==> config.mk <==
export PLATFORM = sky130hd
export DESIGN_NAME = sram_like_arbiter
export DESIGN_NICKNAME = d
export VERILOG_FILES = /design/src/rtl/sram_like_arbiter_pkg.sv /design/src/rtl/sram_like_arbiter_owner_fifo.sv /design/src/rtl/sram_like_arbiter.sv
export SDC_FILE = /design/constraint.sdc
export NUM_CORES = 1
export LEC_CHECK = 0
export BUFFER_PORTS_ARGS = -buffer_cell sky130_fd_sc_hd__buf_4
export CORE_AREA = 5 5 116 118
export CTS_CLUSTER_SIZE = 12
export DETAILED_ROUTE_END_ITERATION = 6
export DIE_AREA = 0 0 121 123
export MAX_ROUTING_LAYER = met4
export PLACE_DENSITY = 0.57
export REMOVE_ABC_BUFFERS = 1
export SYNTH_ARGS = -nofsm -noshare
export SYNTH_HDL_FRONTEND = slang
export SYNTH_SLANG_ARGS = --single-unit
==> constraint.sdc <==
create_clock -name clk -period 2.3 [get_ports clk]
set_clock_uncertainty 0.15 [all_clocks]
set_input_delay 0.345 -clock clk [delete_from_list [all_inputs] [get_ports clk]]
set_output_delay 0.345 -clock clk [all_outputs]
set_load 0.1 [all_outputs]
==> src/rtl/sram_like_arbiter_pkg.sv <==
// ---------------------------------------------------------------------------
// sram_like_arbiter_pkg
// Shared definitions for the sram-like two-master arbiter:
//   - owner encoding stored in the in-order owner FIFO (INST / DATA)
//   - word transfer-size encoding
//   - packed command bundle used to mux a master's request onto the slave
//   - small helper returning the opposite owner
// ---------------------------------------------------------------------------
package sram_like_arbiter_pkg;

    typedef logic owner_t;

    localparam owner_t     OWNER_INST = 1'b0;
    localparam owner_t     OWNER_DATA = 1'b1;
    localparam logic [1:0] SIZE_WORD  = 2'b10;

    // One master's request fields, forwarded as a unit to the slave port.
    typedef struct packed {
        logic        wr;
        logic [1:0]  size;
        logic [31:0] addr;
        logic [31:0] wdata;
    } sram_cmd_t;

    function automatic owner_t other_owner(input owner_t owner);
        return (owner == OWNER_INST) ? OWNER_DATA : OWNER_INST;
    endfunction

endpackage

==> src/rtl/sram_like_arbiter_owner_fifo.sv <==
// ---------------------------------------------------------------------------
// sram_like_arbiter_owner_fifo
// In-order FIFO of 1-bit owner tags, one entry per accepted transaction that
// is still waiting for its data beat.
// Ports:
//   clk_i     clock
//   rst_ni    asynchronous active-low clear
//   push_i    write din_i (ignored when full)
//   pop_i     drop the head entry (ignored when empty)
//   din_i     owner tag to store
//   dout_o    owner tag at the head
//   empty_o   no entries
//   full_o    DEPTH entries stored
//   count_o   number of stored entries
// ---------------------------------------------------------------------------
import sram_like_arbiter_pkg::*;

module sram_like_arbiter_owner_fifo #(
    parameter int DEPTH = 2,
    parameter int CNT_W = 2
) (
    input  logic             clk_i,
    input  logic             rst_ni,
    input  logic             push_i,
    input  logic             pop_i,
    input  owner_t           din_i,
    output owner_t           dout_o,
    output logic             empty_o,
    output logic             full_o,
    output logic [CNT_W-1:0] count_o
);

    localparam int               PTR_W    = (DEPTH > 1) ? $clog2(DEPTH) : 1;
    localparam logic [CNT_W-1:0] DEPTH_C  = CNT_W'(DEPTH);
    localparam logic [PTR_W-1:0] LAST_PTR = PTR_W'(DEPTH - 1);

    logic [DEPTH-1:0] mem_q,    mem_d;
    logic [PTR_W-1:0] wr_ptr_q, wr_ptr_d;
    logic [PTR_W-1:0] rd_ptr_q, rd_ptr_d;
    logic [CNT_W-1:0] cnt_q,    cnt_d;
    logic             push_ok_s;
    logic             pop_ok_s;

    // Pointers wrap explicitly so DEPTH need not be a power of two.
    function automatic logic [PTR_W-1:0] next_ptr(input logic [PTR_W-1:0] ptr);
        return (ptr == LAST_PTR) ? {PTR_W{1'b0}} : ptr + {{(PTR_W-1){1'b0}}, 1'b1};
    endfunction

    assign empty_o   = (cnt_q == {CNT_W{1'b0}});
    assign full_o    = (cnt_q == DEPTH_C);
    assign count_o   = cnt_q;
    assign dout_o    = mem_q[rd_ptr_q];
    assign push_ok_s = push_i & ~full_o;
    assign pop_ok_s  = pop_i & ~empty_o;

    // Next-state for storage, pointers and occupancy.
    always_comb begin
        mem_d    = mem_q;
        wr_ptr_d = wr_ptr_q;
        rd_ptr_d = rd_ptr_q;
        cnt_d    = cnt_q;
        if (push_ok_s) begin
            mem_d[wr_ptr_q] = din_i;
            wr_ptr_d        = next_ptr(wr_ptr_q);
        end else begin
            wr_ptr_d = wr_ptr_q;
        end
        if (pop_ok_s) begin
            rd_ptr_d = next_ptr(rd_ptr_q);
        end else begin
            rd_ptr_d = rd_ptr_q;
        end
        case ({push_ok_s, pop_ok_s})
            2'b10:   cnt_d = cnt_q + {{(CNT_W-1){1'b0}}, 1'b1};
            2'b01:   cnt_d = cnt_q - {{(CNT_W-1){1'b0}}, 1'b1};
            default: cnt_d = cnt_q;
        endcase
    end

    // FIFO state registers with asynchronous clear.
    always_ff @(posedge clk_i or negedge rst_ni) begin
        if (!rst_ni) begin
            mem_q    <= {DEPTH{1'b0}};
            wr_ptr_q <= {PTR_W{1'b0}};
            rd_ptr_q <= {PTR_W{1'b0}};
            cnt_q    <= {CNT_W{1'b0}};
        end else begin
            mem_q    <= mem_d;
            wr_ptr_q <= wr_ptr_d;
            rd_ptr_q <= rd_ptr_d;
            cnt_q    <= cnt_d;
        end
    end

endmodule

==> src/rtl/sram_like_arbiter.sv <==
// ---------------------------------------------------------------------------
// sram_like_arbiter
// Shares one sram-like slave port between the instruction-fetch master
// (inst_*) and the data master (data_*). The winning request is forwarded
// combinationally; each accepted transaction's owner is queued in order so
// that data_ok/rdata are routed back to the issuing master with zero latency.
//
// Ports:
//   clk, rst (async, active low)
//   inst_req/wr/size/addr/wdata  -> fetch request;  inst_rdata/addr_ok/data_ok <-
//   data_req/wr/size/addr/wdata  -> data request;   data_rdata/addr_ok/data_ok <-
//   sram_req/wr/size/addr/wdata  <- slave request;  sram_rdata/addr_ok/data_ok ->
//   busy       transactions outstanding
//   err_unexp  data beat arrived with nothing outstanding (beat dropped)
//
// Configuration macro:
//   ARB_RR_EN  when defined, a tie (no lock) goes to the master that did not
//              win the most recent accept; otherwise data always wins ties.
// ---------------------------------------------------------------------------
import sram_like_arbiter_pkg::*;

module sram_like_arbiter #(
    parameter int MAX_OUTST = 2,
    parameter int CNT_W     = 2
) (
    input  logic        clk,
    input  logic        rst,
    input  logic        inst_req,
    input  logic        inst_wr,
    input  logic [1:0]  inst_size,
    input  logic [31:0] inst_addr,
    input  logic [31:0] inst_wdata,
    output logic [31:0] inst_rdata,
    output logic        inst_addr_ok,
    output logic        inst_data_ok,
    input  logic        data_req,
    input  logic        data_wr,
    input  logic [1:0]  data_size,
    input  logic [31:0] data_addr,
    input  logic [31:0] data_wdata,
    output logic [31:0] data_rdata,
    output logic        data_addr_ok,
    output logic        data_data_ok,
    output logic        sram_req,
    output logic        sram_wr,
    output logic [1:0]  sram_size,
    output logic [31:0] sram_addr,
    output logic [31:0] sram_wdata,
    input  logic [31:0] sram_rdata,
    input  logic        sram_addr_ok,
    input  logic        sram_data_ok,
    output logic        busy,
    output logic        err_unexp
);

    sram_cmd_t        inst_cmd_s;
    sram_cmd_t        data_cmd_s;
    sram_cmd_t        gnt_cmd_s;
    owner_t           gnt_owner_s;
    logic             gnt_valid_s;
    logic             lock_q,       lock_d;
    owner_t           lock_owner_q, lock_owner_d;
    logic             accept_s;
    logic             pop_s;
    owner_t           head_s;
    logic             empty_s;
    logic             full_s;
    logic [CNT_W-1:0] count_s;
`ifdef ARB_RR_EN
    owner_t           last_owner_q, last_owner_d;
`endif

    assign inst_cmd_s = '{wr: inst_wr, size: inst_size, addr: inst_addr, wdata: inst_wdata};
    assign data_cmd_s = '{wr: data_wr, size: data_size, addr: data_addr, wdata: data_wdata};

    // Grant selection: a pending address handshake keeps its owner so the
    // slave never sees the address change before addr_ok.
    always_comb begin
        gnt_owner_s = OWNER_INST;
        gnt_valid_s = 1'b0;
        if (lock_q) begin
            gnt_owner_s = lock_owner_q;
            gnt_valid_s = 1'b1;
        end else if (inst_req && data_req) begin
            gnt_valid_s = 1'b1;
`ifdef ARB_RR_EN
            gnt_owner_s = other_owner(last_owner_q);
`else
            gnt_owner_s = OWNER_DATA;
`endif
        end else if (data_req) begin
            gnt_owner_s = OWNER_DATA;
            gnt_valid_s = 1'b1;
        end else if (inst_req) begin
            gnt_owner_s = OWNER_INST;
            gnt_valid_s = 1'b1;
        end else begin
            gnt_owner_s = OWNER_INST;
            gnt_valid_s = 1'b0;
        end
    end

    assign gnt_cmd_s  = (gnt_owner_s == OWNER_DATA) ? data_cmd_s : inst_cmd_s;

    // No new request while every owner slot is in use, even if a beat is
    // returning this cycle; the accept simply slips by one cycle.
    assign sram_req   = gnt_valid_s & ~full_s;
    assign sram_wr    = gnt_cmd_s.wr;
    assign sram_size  = gnt_cmd_s.size;
    assign sram_addr  = gnt_cmd_s.addr;
    assign sram_wdata = gnt_cmd_s.wdata;

    assign accept_s     = sram_req & sram_addr_ok;
    assign inst_addr_ok = accept_s & (gnt_owner_s == OWNER_INST);
    assign data_addr_ok = accept_s & (gnt_owner_s == OWNER_DATA);

    assign pop_s        = sram_data_ok & ~empty_s;
    assign inst_data_ok = pop_s & (head_s == OWNER_INST);
    assign data_data_ok = pop_s & (head_s == OWNER_DATA);
    assign inst_rdata   = sram_rdata;
    assign data_rdata   = sram_rdata;

    assign err_unexp    = sram_data_ok & empty_s;
    assign busy         = (count_s != {CNT_W{1'b0}});

    // Lock follows an unanswered request and drops on the addr_ok cycle.
    always_comb begin
        lock_d       = sram_req & ~sram_addr_ok;
        lock_owner_d = lock_d ? gnt_owner_s : lock_owner_q;
    end

    // Lock state registers.
    always_ff @(posedge clk or negedge rst) begin
        if (!rst) begin
            lock_q       <= 1'b0;
            lock_owner_q <= OWNER_INST;
        end else begin
            lock_q       <= lock_d;
            lock_owner_q <= lock_owner_d;
        end
    end

`ifdef ARB_RR_EN
    // Remember the most recently accepted owner for tie breaking.
    always_comb begin
        last_owner_d = accept_s ? gnt_owner_s : last_owner_q;
    end

    // Last-owner register.
    always_ff @(posedge clk or negedge rst) begin
        if (!rst) begin
            last_owner_q <= OWNER_INST;
        end else begin
            last_owner_q <= last_owner_d;
        end
    end
`endif

    sram_like_arbiter_owner_fifo #(
        .DEPTH (MAX_OUTST),
        .CNT_W (CNT_W)
    ) u_owner_fifo (
        .clk_i   (clk),
        .rst_ni  (rst),
        .push_i  (accept_s),
        .pop_i   (pop_s),
        .din_i   (gnt_owner_s),
        .dout_o  (head_s),
        .empty_o (empty_s),
        .full_o  (full_s),
        .count_o (count_s)
    );

endmodule
# == Word level (Yosys, flattened, before mapping) ==
# Index checks and enable logic that the tools add are counted.
# classes
addsub,4
magnitude_cmp,3
n_eq_ne,3
n_mux,16
bitwise_logic,16
n_reduce_logical,5
# op_table
operator,n
67-bit 2-to-1 mux,1
1-bit 2-to-1 mux,12
1-bit AND,11
1-bit NOT,5
"2-bit == test, second input constant",2
"1-bit by 2-bit < comparator with 1-bit output, second input constant",2
2-bit case mux with 2 select lines,1
2-bit nonzero test,2
"1-bit adder, second input constant",2
"2-bit by 1-bit adder with 2-bit output, second input constant",1
2-bit bitwise mux,1
"2-bit by 1-bit == test with 1-bit output, second input constant",1
1-bit logical AND,2
2-bit zero test,1
"2-bit by 1-bit subtractor with 2-bit output, second input constant",1
1-bit demux with 1-bit select,1
"1-bit greater-or-equal comparator, second input constant",1
# totals
regBits,8
out_inout_bits,138

# == Depth between registers and ports, before layout ==
# Gate-level depths: netlist (run 1).
# depth
depth_word,9
depth_mapped,7

# == Cells and area by module ==
# Synthesis (run 1) repeated with hierarchy kept, for this count alone.
# unflattened
cells_unflattened,182
hier_area_um2,1724.2
# modules_own_cells
module,n_inst,cells_each,area_each_um2
sram_like_arbiter,1,159,1441.4
sram_like_arbiter_owner_fifo,1,23,282.8

# == Least setup slack after synthesis (run 1) ==
# Ideal clock, no wire load.
# synth_path
path_kind,register to output
startpoint,register u_owner_fifo.cnt_q[0] (netlist: u_owner_fifo.count_o[0])
endpoint,output data_data_ok
arrival_ps,2359
path_slack_ps,-554
path_stages_with_launch,4
path_cell_list,dfrtp_1 or2_2 nand2_1 nor2_1
# synth_between
elab_chain_len,4
# synth_rtl
item,line,text
start: declaration,sram_like_arbiter_owner_fifo.sv:40,"logic [CNT_W-1:0] cnt_q, cnt_d;"
start signal: assignment,sram_like_arbiter_owner_fifo.sv:86,cnt_q <= {CNT_W{1'b0}};
start signal: assignment,sram_like_arbiter_owner_fifo.sv:91,cnt_q <= cnt_d;
2-bit zero test,sram_like_arbiter_owner_fifo.sv:49,assign empty_o = (cnt_q == {CNT_W{1'b0}});
1-bit NOT,sram_like_arbiter.sv:117,assign pop_s = sram_data_ok & ~empty_s;
1-bit AND,sram_like_arbiter.sv:117,
1-bit AND,sram_like_arbiter.sv:119,assign data_data_ok = pop_s & (head_s == OWNER_DATA);
end: declaration,sram_like_arbiter.sv:43,"output logic data_data_ok,"
# No other way between the ends.

# == Worst setup path in the final report (run 1) ==
# layout_path
startpoint,register lock_q
endpoint,output inst_addr_ok
# layout_between
elab_chain_len,4
elab_cells_between_ends,6
cone_classes,mux (2); bitwise (4)
# layout_rtl
item,line,text
start: declaration,sram_like_arbiter.sv:61,"logic lock_q, lock_d;"
start signal: assignment,sram_like_arbiter.sv:138,lock_q <= lock_d;
1-bit 2-to-1 mux,sram_like_arbiter.sv:81,if (lock_q) begin
1-bit AND,sram_like_arbiter.sv:107,assign sram_req = gnt_valid_s & ~full_s;
1-bit AND,sram_like_arbiter.sv:113,assign accept_s = sram_req & sram_addr_ok;
1-bit AND *,sram_like_arbiter.sv:114,assign inst_addr_ok = accept_s & (gnt_owner_s == OWNER_INST);
end: declaration,sram_like_arbiter.sv:34,"output logic inst_addr_ok,"
# Every way passes the cells marked *; elsewhere a longest branch is shown, timed or not.

==> impl_metrics.ini, run 1 <==
[placed_design]
gp_congestion = 0.8263
dp_hpwl_um = 8744
io_buffers = 213
dpl_cell_area_mm2 = 0.003089

[layout]
final_common_cell = buf_4
drive_gt1_share_pct = 48.92
antenna_cells = 0
layout.nets = 637
final_cell_mix = buf_4 (209), nand2_1 (203), dfrtp_1 (8), nor2_1 (6)
utilization_pct = 25.80
num-fill-cells = 1396
area_growth_pct = 81.81
fin_area_mm2 = 0.003189

[synth]
synth_area_leaders = nand2_1 (43%), buf_4 (28%), dfrtp_1 (11%)
synth_cell_types = 25
syn_area_mm2 = 0.001754
synth_edf_count = 0
synth_top_area_cell = nand2_1
synth-async-reset-ratio_pct = 100.0
yosys_warnings = 0
synthFlopType = dfrtp_1
syn_inst = 320
synth-seq-area-share_pct = 11.41
yosysTopAreaCellShare_pct = 43.44
ys_ff_latch = 8
postSynthAreaPerCell_um2 = 5.482

[routing]
post_drt_wl_per_cell_um = 15.95
final_antenna_net_count = 0
drt-total-wl_um = 10110
dr.pass1.iters = 5
drcViolationCount = 0
initialDrtViolationCount = 74
num_vias = 2367
viasPerCell = 3.733

[critical_path]
crit_path_max_fanout = 26
cp.arrival_ns = 1.71
cp_data_required_time_ns = 1.80
end_kind = output pin
cp-start-kind = register
path_class = reg -> out

[floorplanning]
rows = 41
ioPinCount = 310
start_util_pct = 14.19
core_mm2 = 0.01236
dieArea_mm2 = 0.01488
die_h_um = 123
die_w_um = 121

[power_and_ir_drop]
p_per_area_mw_per_mm2 = 1668
internal-power_mw = 1.489
combPwrFrac_pct = 89.3
switching_share_pct = 72.02
p_sw_mw = 3.833
p_clk_share_pct = 5.5
ir_drop_v = 0.0006549
power.leakage_nw = 1.902
seqPwrFrac_pct = 5.3

[clocking]
cts_max_level = 1
cts.root.buffer_cell = clkbuf_16
clock_sinks = 8
cts.clk_slew.worst_paths_ns = 0.04
numCtsBuffers = 3
clock_latency_ns = 0.23
cts_setup_buffers = 0
cts_tree = done
clock_path_buffers = 2

[sta]
worst_slew_pin_slew_ns = 0.3722
setup_viol = 0
layout_min_cycle_time_ns = 2.203
hold_viol_final = 0
drv_slew = 0
slew_headroom_pct = 74.99
fin_crit_sh_pct = 95.77
fin_tns_setup_ns = 0
rsz0062_at_grt = no
max_freq_mhz = 454.0

[status]
outcome = finished, final reports clean

[global_route]
grt_max_degree = 40
grt-ovfl-total = 0
antenna_found_initial = 0
grt_usage_pct = 12.28
grt_pass1_vias = 2153
grt_pass1_wl_um = 13220

[min_path]
hold_class = in -> reg

[run]
max-cap-violations = 0
==> cells in the mapped netlist, drive strengths merged, types with 2 or more instances <==
master    n
mux2i     2
nand2   203
nor2      6
buf      75
dfrtp     8
inv       2
mux2      4
xnor2     4
nor3      3
clkbuf    4
==> what timing repair did <==
action / CTS / global route
endpoints found under the hold margin: 8 / 0
hold buffers: 1 / 0
endpoints found under the setup margin: 0 / 4
resized for setup: 0 / 4
==> stage by stage <==
stage / power, mW / hold slack [ns] / std cells / setup slack (ns)
6_report: 5.321 / 0.1597 / 634 / 0.09726
5_1_grt: 5.541 / 0.1691 / 634 / 0.002999
4_1_cts: 5.351 / 0.1589 / 634 / 0.06887
3_5_place_dp: 5.048 / 0.01911 / 630 / 0.3289
3_3_place_gp: 5.044 / 0.02247 / 630 / 0.3065
2_1_floorplan: 3.912 / -0.1006 / 241 / -1.373
==> area by class of cell <==
type	count	area (µm²)	area share, %
Timing Repair Buffer	218	1704	53.43
Multi-Input combinational cell	231	987.2	30.95
Tap cell	172	215.2	6.748
Sequential cell	8	200.2	6.277
Clock buffer	3	75.07	2.354
Inverter	2	7.507	0.2354
==> state kept, by name, summed over array words and instances, names as in the netlist <==
| name | count |
|---|---|
| u_owner_fifo.count_o | 2 |
| u_owner_fifo.rd_ptr_q | 1 |
| lock_q | 1 |
| lock_owner_q | 1 |
| u_owner_fifo.mem_q | 2 |
| u_owner_fifo.wr_ptr_q | 1 |
==> final timing paths <==
| path | slack, ns | depth (start not counted) | startpoint | end |
|---|---|---|---|---|
| max in group asynchronous | 1.55 | 2 | rst | u_owner_fifo.count_o[1] |
| setup / recovery | 0.1 | 4 | lock_q | inst_addr_ok |
| setup reg to reg | 0.45 | 5 | lock_q | u_owner_fifo.count_o[1] |
| min in group asynchronous | 0.33 | 2 | rst | u_owner_fifo.mem_q[0] |
| hold / removal | 0.16 | 2 | sram_addr_ok | lock_q |
| hold reg to reg | 0.34 | 1 | u_owner_fifo.mem_q[1] | u_owner_fifo.mem_q[1] |
==> critical path: stages, from the launching register on <==
cell and delay [ns]:
dfrtp_1 0.45, mux2_4 0.42, buf_12 0.19, nor2_1 0.11
buf_4 0.30
==> logic make-up after synthesis <==
logic type / Yosys count / synth area share, %
xor gates and xnor gates: 5 / 2.496
buffers and inverters: 81 / 32.81
adders and majority gates: 1 / 0.7132
DFF: 8 / 11.41
muxes: 6 / 4.136
and+or+nand+nor: 219 / 48.43
==> layer usage <==
layer	GRT usage [%]	up-vias	share of wire, %
met4	1.700	0	0.54
met2	15.42	198	41
met3	10.06	7	19
met5	-	-	0
met1	15.26	980	40
li1	-	1182	-
==> power by group through the flow <==
stage          logic (mW)  clock network [mW]  registers [mW]
6_report             4.75               0.291           0.280
5_1_grt              4.95               0.301           0.293
4_1_cts              4.77               0.296           0.282
3_5_place_dp         4.77                   0           0.283
3_3_place_gp         4.76                   0           0.282
2_1_floorplan        3.65                   0           0.264
No activity file was read; power rests on OpenSTA's default activity.
==> run 2: changes to the inputs <==
--- a/config.mk
+++ b/config.mk
@@ -11,8 +11,9 @@
 export DETAILED_ROUTE_END_ITERATION = 6
 export DIE_AREA = 0 0 121 123
 export MAX_ROUTING_LAYER = met4
-export PLACE_DENSITY = 0.57
+export PLACE_DENSITY = 0.54
 export REMOVE_ABC_BUFFERS = 1
+export SKIP_CTS_REPAIR_TIMING = 1
 export SYNTH_ARGS = -nofsm -noshare
 export SYNTH_HDL_FRONTEND = slang
 export SYNTH_SLANG_ARGS = --single-unit
==> run 2 against run 1 <==
  * Wire length increased by 4.8%
  * Highest routed layer unchanged
  * Hold slack improved by 0.0098 ns
  * Register-to-register slack got worse by 0.11 ns
  * Critical path depth increased by 3
  * First-iteration DRC count increased by 5.4%
  * Combinational power increased by 7.2%
  * Count of clock-buffer cells in the layout unchanged
==> impl_metrics.ini, run 2 (synthesized netlist as in run 1, its figures left out) <==
[critical_path]
cp-start-kind = register
reg2reg_slack_ns = 0.34
rr_endpoint = u_owner_fifo.count_o[1]
rr_worst_depth = 6
path_class = reg -> out
end_kind = output pin
crit_path_max_fanout = 17
r2r-start = lock_q
cp_data_required_time_ns = 1.80
cp.arrival_ns = 1.76

[clocking]
cts.clk_slew.worst_paths_ns = 0.04
clock_path_buffers = 2
cts_tree = done
cts.root.buffer_cell = clkbuf_16
numCtsBuffers = 3
cts_max_level = 1
clock_sinks = 8
clock_latency_ns = 0.23

[sta]
fin_tns_setup_ns = 0
layout_min_cycle_time_ns = 2.252
setup_viol = 0
setup_ws_ns = 0.04807
slew_headroom_pct = 70.47
drv_slew = 0
max_freq_mhz = 444.1
fin_crit_sh_pct = 97.91
worst_slew_pin_slew_ns = 0.4429
hold_viol_final = 0

[layout]
final_cell_mix = nand2_1 (203), buf_4 (169), buf_6 (36), buf_8 (10), dfrtp_1 (8)
utilization_pct = 27.67
drive_gt1_share_pct = 49.14
multiInputGateArea_um2 = 998.5
antenna_cells = 0
fin_area_mm2 = 0.003421
register_area_um2 = 200.2
final_common_cell = nand2_1
area_growth_pct = 95.01
num-fill-cells = 1365
layout.nets = 639

[placed_design]
dpl_cell_area_mm2 = 0.003037
place_ws_ns = 0.1205
dp_hpwl_um = 7932
gp_congestion = 0.7547
io_buffers = 213

[global_route]
grt_pass1_vias = 2257
antenna_found_initial = 0
grt_pass1_wl_um = 13040
grt_usage_pct = 11.51
grt_max_degree = 72
grt-ovfl-total = 0

[min_path]
holdPathEnd = lock_q
hold_class = in -> reg
hold_path_depth = 2
worstHoldStart = sram_addr_ok

[floorplanning]
core_mm2 = 0.01236
rows = 41
dieArea_mm2 = 0.01488
die_h_um = 123
start_util_pct = 14.19
die_w_um = 121
ioPinCount = 310

[routing]
post_drt_wl_per_cell_um = 16.67
dr.pass1.iters = 4
final_antenna_net_count = 0
initialDrtViolationCount = 78
drcViolationCount = 0
drt-total-wl_um = 10600
viasPerCell = 3.858
num_vias = 2454

[power_and_ir_drop]
power.leakage_nw = 1.988
ir_drop_v = 0.0006882
p_per_area_mw_per_mm2 = 1654

[status]
outcome = finished, final reports clean

[run]
max-cap-violations = 0
run 2: cell types whose count changed in the layout (fill, tap and decap cells not counted):
cell	before	now
clkbuf_16	3	5
buf_8	0	10
buf_4	209	169
buf_6	4	36
mux2_4	1	0
mux2_8	0	1
buf_12	4	2
run 2: layer usage:
metal / vias to the layer above / GRT usage, % / share of wire, %
li1: 1185 / - / -
met1: 1061 / 13.18 / 38
met2: 204 / 15.94 / 45
met3: 4 / 9.698 / 17
met4: 0 / 1.062 / 0.22
met5: - / - / 0
run 2: how the worst max path moves through the flow:
stage / from / endpoint / slack (ns) / cells past startpoint
after global placement: data_req / sram_wdata[30] / 0.15 / 5
after global routing: lock_q / sram_addr[10] / -0.04 / 7
after detailed placement: data_req / sram_wdata[30] / 0.12 / 5
after CTS: lock_q / sram_wdata[30] / -0.12 / 4
after floorplan: lock_q / data_addr_ok / -1.37 / 2
final: lock_q / sram_addr[19] / 0.05 / 7
run 2: power by group:
| part | total, mW | switching [mW] | internal, mW |
|---|---|---|---|
| logic | 5.09 | 3.82 | 1.26 |
| registers | 0.284 | 0.0704 | 0.214 |
| clock network | 0.287 | 0.0634 | 0.224 |
run 2: critical path, stage by stage, from the launching register on:
cell	delay, ns
dfrtp_1	0.39
buf_4	0.16
mux2i_4	0.24
buf_12	0.15
clkbuf_16	0.18
nand2_1	0.06
nand2_1	0.05
buf_4	0.28
run 2: metrics by stage:
stage	cells	total power [mW]	hold slack [ns]
final	636	5.657	0.1695
after global routing	636	5.882	0.1779
after CTS	631	5.277	-0.2201
after detailed placement	628	4.976	0.01750
after global placement	628	4.943	0.01627
after floorplan	241	3.912	-0.1006
run 2: layout make-up:
cell class              instances  area share [%]
clock buffers                   3           2.195
inverters                       2          0.2195
multi-input cells             231           29.19
flip-flops and latches          8           5.852
well taps                     172           6.291
repair buffers                220           56.25
